--- src/rtl/mem_ctrl.sv ---
// mem_ctrl: serves the core's 32-bit instruction-fetch and data ports from a
// single byte-wide synchronous RAM. The data port has priority over the fetch
// port. Each word access is split into four little-endian byte accesses, and
// a one-cycle done pulse marks completion for the port that was served.
module mem_ctrl #(
  parameter int ADDR_W = 17
) (
  input  logic              clk,
  input  logic              rst,
  // instruction fetch port (read only)
  input  logic              if_req,
  input  logic [31:0]       if_addr,
  output logic [31:0]       if_data,
  output logic              if_done,
  // data port
  input  logic              dm_req,
  input  logic              dm_we,
  input  logic [31:0]       dm_addr,
  input  logic [3:0]        dm_sel,
  input  logic [31:0]       dm_wdata,
  output logic [31:0]       dm_rdata,
  output logic              dm_done,
  // byte-wide RAM
  output logic [ADDR_W-1:0] ram_addr,
  output logic              ram_we,
  output logic [7:0]        ram_din,
  input  logic [7:0]        ram_dout,
  output logic              busy
);

  typedef enum logic [1:0] {IDLE, RD, WR, DONE} state_t;

  state_t      state;
  logic [1:0]  cnt;      // byte index currently on ram_addr
  logic        rd_tail;  // extra read cycle that captures lane 3
  logic        port_dm;  // 1 = data port is being served, 0 = fetch port
  logic [2:0]  sel_q;    // lane enables still to be issued, lane 1 first
  logic [23:0] wdata_q;  // write bytes still to be issued, lane 1 first
  logic [23:0] rd_buf;   // lanes 0..2 collected so far, newest at the top

  // Address bits above the RAM width are dropped on purpose.
  logic addr_hi_unused;
  assign addr_hi_unused = ^{if_addr[31:ADDR_W], dm_addr[31:ADDR_W]};

  // Busy for the whole access, from acceptance through the done cycle.
  assign busy = (state != IDLE);

  // Arbitration, byte sequencing, read assembly and done pulses.
  always_ff @(posedge clk) begin
    if (rst) begin
      state    <= IDLE;
      cnt      <= 2'd0;
      rd_tail  <= 1'b0;
      port_dm  <= 1'b0;
      sel_q    <= '0;
      wdata_q  <= '0;
      rd_buf   <= '0;
      if_data  <= '0;
      dm_rdata <= '0;
      if_done  <= 1'b0;
      dm_done  <= 1'b0;
      ram_addr <= '0;
      ram_we   <= 1'b0;
      ram_din  <= '0;
    end else begin
      // NOTE: pulse outputs get a non-blocking default here and are raised
      // only in the branch that needs them, so no path can leave them stuck.
      if_done <= 1'b0;
      dm_done <= 1'b0;
      ram_we  <= 1'b0;

      case (state)
        IDLE: begin
          if (dm_req) begin
            port_dm  <= 1'b1;
            cnt      <= 2'd0;
            rd_tail  <= 1'b0;
            ram_addr <= dm_addr[ADDR_W-1:0];
            ram_din  <= dm_wdata[7:0];
            wdata_q  <= dm_wdata[31:8];
            sel_q    <= dm_sel[3:1];
            if (dm_we) begin
              ram_we <= dm_sel[0];
              state  <= WR;
            end else begin
              state  <= RD;
            end
          end else if (if_req) begin
            port_dm  <= 1'b0;
            cnt      <= 2'd0;
            rd_tail  <= 1'b0;
            ram_addr <= if_addr[ADDR_W-1:0];
            state    <= RD;
          end
        end

        RD: begin
          if (rd_tail) begin
            // Lane 3 arrives now; publish the whole word to the served port.
            if (port_dm) begin
              dm_rdata <= {ram_dout, rd_buf};
              dm_done  <= 1'b1;
            end else begin
              if_data  <= {ram_dout, rd_buf};
              if_done  <= 1'b1;
            end
            rd_tail <= 1'b0;
            state   <= DONE;
          end else begin
            // ram_dout holds the byte addressed one cycle earlier.
            if (cnt != 2'd0) rd_buf <= {ram_dout, rd_buf[23:8]};
            if (cnt == 2'd3) rd_tail  <= 1'b1;
            else             ram_addr <= ram_addr + ADDR_W'(1);
            cnt <= cnt + 2'd1;
          end
        end

        WR: begin
          if (cnt == 2'd3) begin
            cnt     <= 2'd0;
            dm_done <= 1'b1;
            state   <= DONE;
          end else begin
            // Every lane takes its cycle; unselected lanes carry no strobe.
            ram_addr <= ram_addr + ADDR_W'(1);
            ram_we   <= sel_q[0];
            ram_din  <= wdata_q[7:0];
            sel_q    <= {1'b0, sel_q[2:1]};
            wdata_q  <= {8'h00, wdata_q[23:8]};
            cnt      <= cnt + 2'd1;
          end
        end

        DONE: state <= IDLE;

        default: state <= IDLE;
      endcase
    end
  end

endmodule

--- config.mk ---
export PLATFORM = sky130hd
export DESIGN_NAME = mem_ctrl
export DESIGN_NICKNAME = d
export VERILOG_FILES = /design/src/rtl/mem_ctrl.sv
export SDC_FILE = /design/constraint.sdc
export NUM_CORES = 1
export LEC_CHECK = 0
export BUFFER_PORTS_ARGS = -buffer_cell sky130_fd_sc_hd__buf_2
export CAP_MARGIN = 10
export CORE_UTILIZATION = 53
export CTS_BUF_LIST = sky130_fd_sc_hd__clkbuf_8
export DETAILED_ROUTE_END_ITERATION = 7
export PLACE_DENSITY = 0.83
export SETUP_SLACK_MARGIN = 0.02
export SYNTH_ARGS = -nofsm -noshare
export SYNTH_HDL_FRONTEND = slang
export SYNTH_SLANG_ARGS = --single-unit
--- constraint.sdc ---
create_clock -name clk -period 2 [get_ports clk]
set_input_delay 0.2 -clock clk [delete_from_list [all_inputs] [get_ports clk]]
set_output_delay 0.2 -clock clk [all_outputs]
set_load 0.01 [all_outputs]
==> flow_metrics.env <==
export IMPL_clk_pin_slew_worst_paths_ns=0.08
export IMPL_drt_total_wl_um=16800
export IMPL_die_area_um2=12500
export IMPL_p_leak_nw=3.25
export IMPL_synth_nets=910
export IMPL_yosys_area_share_xor_xnor=0
export IMPL_cp_arrival_ns=2.25
export IMPL_dp_slack_ns=-0.0313
export IMPL_via_count=6198
export IMPL_drive_gt1_frac=0.264
export IMPL_synth_main_ff_cell="dfxtp_1"
export IMPL_synth_compound_area_share=0.169
export IMPL_drt_iter0_drc=568
export IMPL_critPathKind="flop to flop"
export IMPL_layout_nets=1080
export IMPL_drt_pass1_iter_count=8
export IMPL_die_x_um=112
export IMPL_synthMuxAreaShare=0.0713
export IMPL_synth_top_family_by_area="simple AND/OR/NAND/NOR gates"
export IMPL_grt_max_degree=134
export IMPL_grt_usage=0.264
export IMPL_n_antenna_cell=0
export IMPL_syn_area_um2=6410
export IMPL_cts_max_level=4
export IMPL_crit_fanout=31
export IMPL_hold_viol=0
export IMPL_synth_edf_count=0
export IMPL_synth_cell_types=51
export IMPL_drcViolationCount=9
export IMPL_tightest_slew_ns=0.602
export IMPL_min_period_over_period=0.946
export IMPL_pin_count=206
export IMPL_grt_pass1_vias=5570
export IMPL_cts_root_buffer="clkbuf_8"
export IMPL_max_cap_violations=0
export IMPL_antenna_found_initial=0
export IMPL_r2r_end="ram_din[3]$_SDFFE_PP0P_"
export IMPL_wl_met3_um=1390
export IMPL_period_minus_slack_ns=1.89
export IMPL_yosysWarnings=0
export IMPL_worstPathRequired_ns=2.36
export IMPL_ir_drop_mv=0.795
export IMPL_vias_per_cell=5.56
export IMPL_ant_nets=0
export IMPL_clockBufferDepth=2
export IMPL_place_inst=1070
export IMPL_rrSetupSlack_ns=0.11
export IMPL_drt_met1_wl_um=7110
export IMPL_violations="design-rule violations"
export IMPL_ys_ff_latch=149
export IMPL_cts_made_buffers=17
export IMPL_worst_slack_ns=0.107
export IMPL_hold_class="input port to flop"
export IMPL_p_per_area_nw_per_um2=1230
export IMPL_clock_skew_ns=0.0112
export IMPL_drv_slew=0
export IMPL_syn_avg_cell_area_um2=8.13
export IMPL_grt_ovfl_total=0
export IMPL_postSynthCellCount=788
export IMPL_num_rows=39
export IMPL_wl_per_cell_um=15.1
export IMPL_core_um2=11600
export IMPL_final_setup_tns_ns=0
export IMPL_globalplace_congestion=0.899
export IMPL_fmax_ghz=0.528
export IMPL_cts_sinks=149
export IMPL_outcome="complete, but fails checks"
export IMPL_endpoint="ram_din[3]$_SDFFE_PP0P_"
export IMPL_routed_wl_met2_um=8140
export IMPL_stdcell_count=1114
export IMPL_rr_startpoint="state[1]$_SDFFE_PP0P_"
export IMPL_worstRegToRegCells=8
export IMPL_synthArstFlopShare=0
export IMPL_rsz0062_at_grt="yes"
export IMPL_clk_latency_ns=0.46
export IMPL_max_slew_margin=0.599
export IMPL_setup_violations=0
export IMPL_synthAdderAreaFrac=0.0176
export IMPL_top_layer="met4"
export IMPL_die_y_um=112
export IMPL_worst_setup_path_end_kind="flop"
export IMPL_min_from="dm_sel[3]"
export IMPL_synth_yosys_seq_area_share=0.466
export IMPL_placement_io_buffers=175
export IMPL_cts_tree="yes"
export IMPL_start_kind="flop"
export IMPL_synth_simple_gate_area_frac=0.223
export IMPL_grt_pass1_wl_um=26600
export IMPL_dpl_hpwl_um=10600
export IMPL_start_util=0.552
export IMPL_critPathLaunch="state[1]$_SDFFE_PP0P_"
export IMPL_syn_to_final_growth_pct=25.6
==> worst max-delay path, stage by stage (launching register included) <==
cell and delay, ns:
dfxtp_1 0.39, inv_1 0.11, ha_1 0.26, buf_4 0.17
nand2b_1 0.11, o211a_4 0.22, buf_12 0.19, nor2_1 0.07
a211oi_1 0.27
==> final cells by class <==
cell class	instances	area, µm²
Clock inverter	13	170
Multi-Input combinational cell	567	3130
Fill cell	971	3570
Tap cell	143	179
Sequential cell	149	2980
Timing Repair Buffer	213	1280
Inverter	10	38.8
Clock buffer	19	262
==> synthesized netlist by cell type, types with 2 or more instances <==
cell,count,area share
nand2_1,211,0.12
dfxtp_1,149,0.47
a21oi_1,116,0.091
nor2_1,44,0.026
clkbuf_1,43,0.025
mux2i_1,40,0.062
a211oi_1,26,0.030
o21ai_0,19,0.015
nand3b_1,13,0.015
buf_2,12,0.0094
ha_1,9,0.018
inv_1,9,0.0053
nand3_1,8,0.0063
nand4_1,8,0.0078
nand2b_1,7,0.0068
nor3_1,7,0.0055
nor4_1,7,0.0068
mux2_2,5,0.0088
nor2b_1,4,0.0039
o21a_1,4,0.0047
o32ai_1,4,0.0055
a32oi_1,3,0.0041
and2_1,3,0.0029
buf_6,3,0.0053
clkbuf_8,3,0.0064
or3_1,3,0.0029
o211ai_1,2,0.0023
o31a_1,2,0.0027
or4_1,2,0.0023
==> cells in the final DEF, fill, tap and decap left out, types with 2 or more instances in the layout <==
cell type	n
o211ai_1	2
a211oi_1	26
or3_1	3
dlygate4sd3_1	11
nand3b_1	13
buf_4	21
a21oi_1	116
clkinvlp_4	3
nor2b_1	3
ha_2	2
dfxtp_1	148
nand2b_1	7
clkinv_2	2
o31a_1	2
o32ai_1	4
nand4_1	8
nor4_1	7
nand2_1	211
nor3_1	6
mux2i_1	40
buf_2	174
nand3_1	8
inv_6	4
o21a_1	4
or4_1	2
nor2_1	43
a32oi_1	3
bufinv_16	3
and2_1	3
buf_12	6
o21ai_0	19
inv_1	9
clkinv_4	2
ha_1	7
mux2_2	5
clkbuf_8	19
==> timing repair <==
| item | in CTS | in global routing |
|---|---|---|
| hold buffers | 11 | 0 |
| setup buffers | 0 | 0 |
| gates resized for setup | 3 | 8 |
| endpoints found under the setup margin | 12 | 75 |
| gates cloned | 0 | 1 |
| endpoints found under the hold margin | 19 | 0 |
==> cells by family after synthesis <==
logic type      after synthesis
fa+ha+maj                     9
compound gates              186
flops                       149
buf+inv                      72
simple gates                327
mux                          45
==> where the power goes <==
group | switching [mW] | internal, mW
sequential | 0.385 | 3.45
combinational | 2.00 | 1.52
clock | 1.18 | 1.32
==> through the flow <==
| stage | total power [mW] | hold slack [ns] | util | instance area (µm²) |
|---|---|---|---|---|
| 4_1_cts | 9.68 | 0.000423 | 0.688 | 7990 |
| 3_3_place_gp | 7.03 | 0.437 | 0.640 | 7430 |
| 2_1_floorplan | 6.18 | 0.336 | - | 6410 |
| 5_1_grt | 10.4 | 0.00301 | 0.693 | 8040 |
| 6_report | 9.86 | 0.0162 | 0.693 | 8040 |
| 3_5_place_dp | 7.13 | 0.444 | 0.640 | 7430 |
==> metal layers <==
metal  track usage  up-vias
met5             0        -
met4        0.0853        0
met3        0.0827       21
met2         0.437      250
met1         0.328     2887
li1              -     3040
==> worst min-delay path by stage <==
stage | endpoint | slack [ns] | depth (start not counted)
detailed placement | dm_rdata[23]$_SDFFE_PP0P_ | 0.44 | 2
global route | sel_q[2]$_SDFFE_PP0P_ | 0.003 | 3
finish | sel_q[2]$_SDFFE_PP0P_ | 0.02 | 3
CTS | wdata_q[16]$_SDFFE_PP0P_ | 0.0004 | 3
global placement | sel_q[2]$_SDFFE_PP0P_ | 0.44 | 2
floorplan | rd_buf[16]$_SDFFE_PP0P_ | 0.34 | 2
==> flip-flops by register name, indices dropped and copies added, names as in the netlist, 2 cells and up <==
name / count
dm_rdata: 32
if_data: 32
rd_buf: 24
wdata_q: 24
ram_addr: 17
ram_din: 8
sel_q: 3
cnt: 2
state: 2
Note: power is estimated with default switching activity, not from simulation.
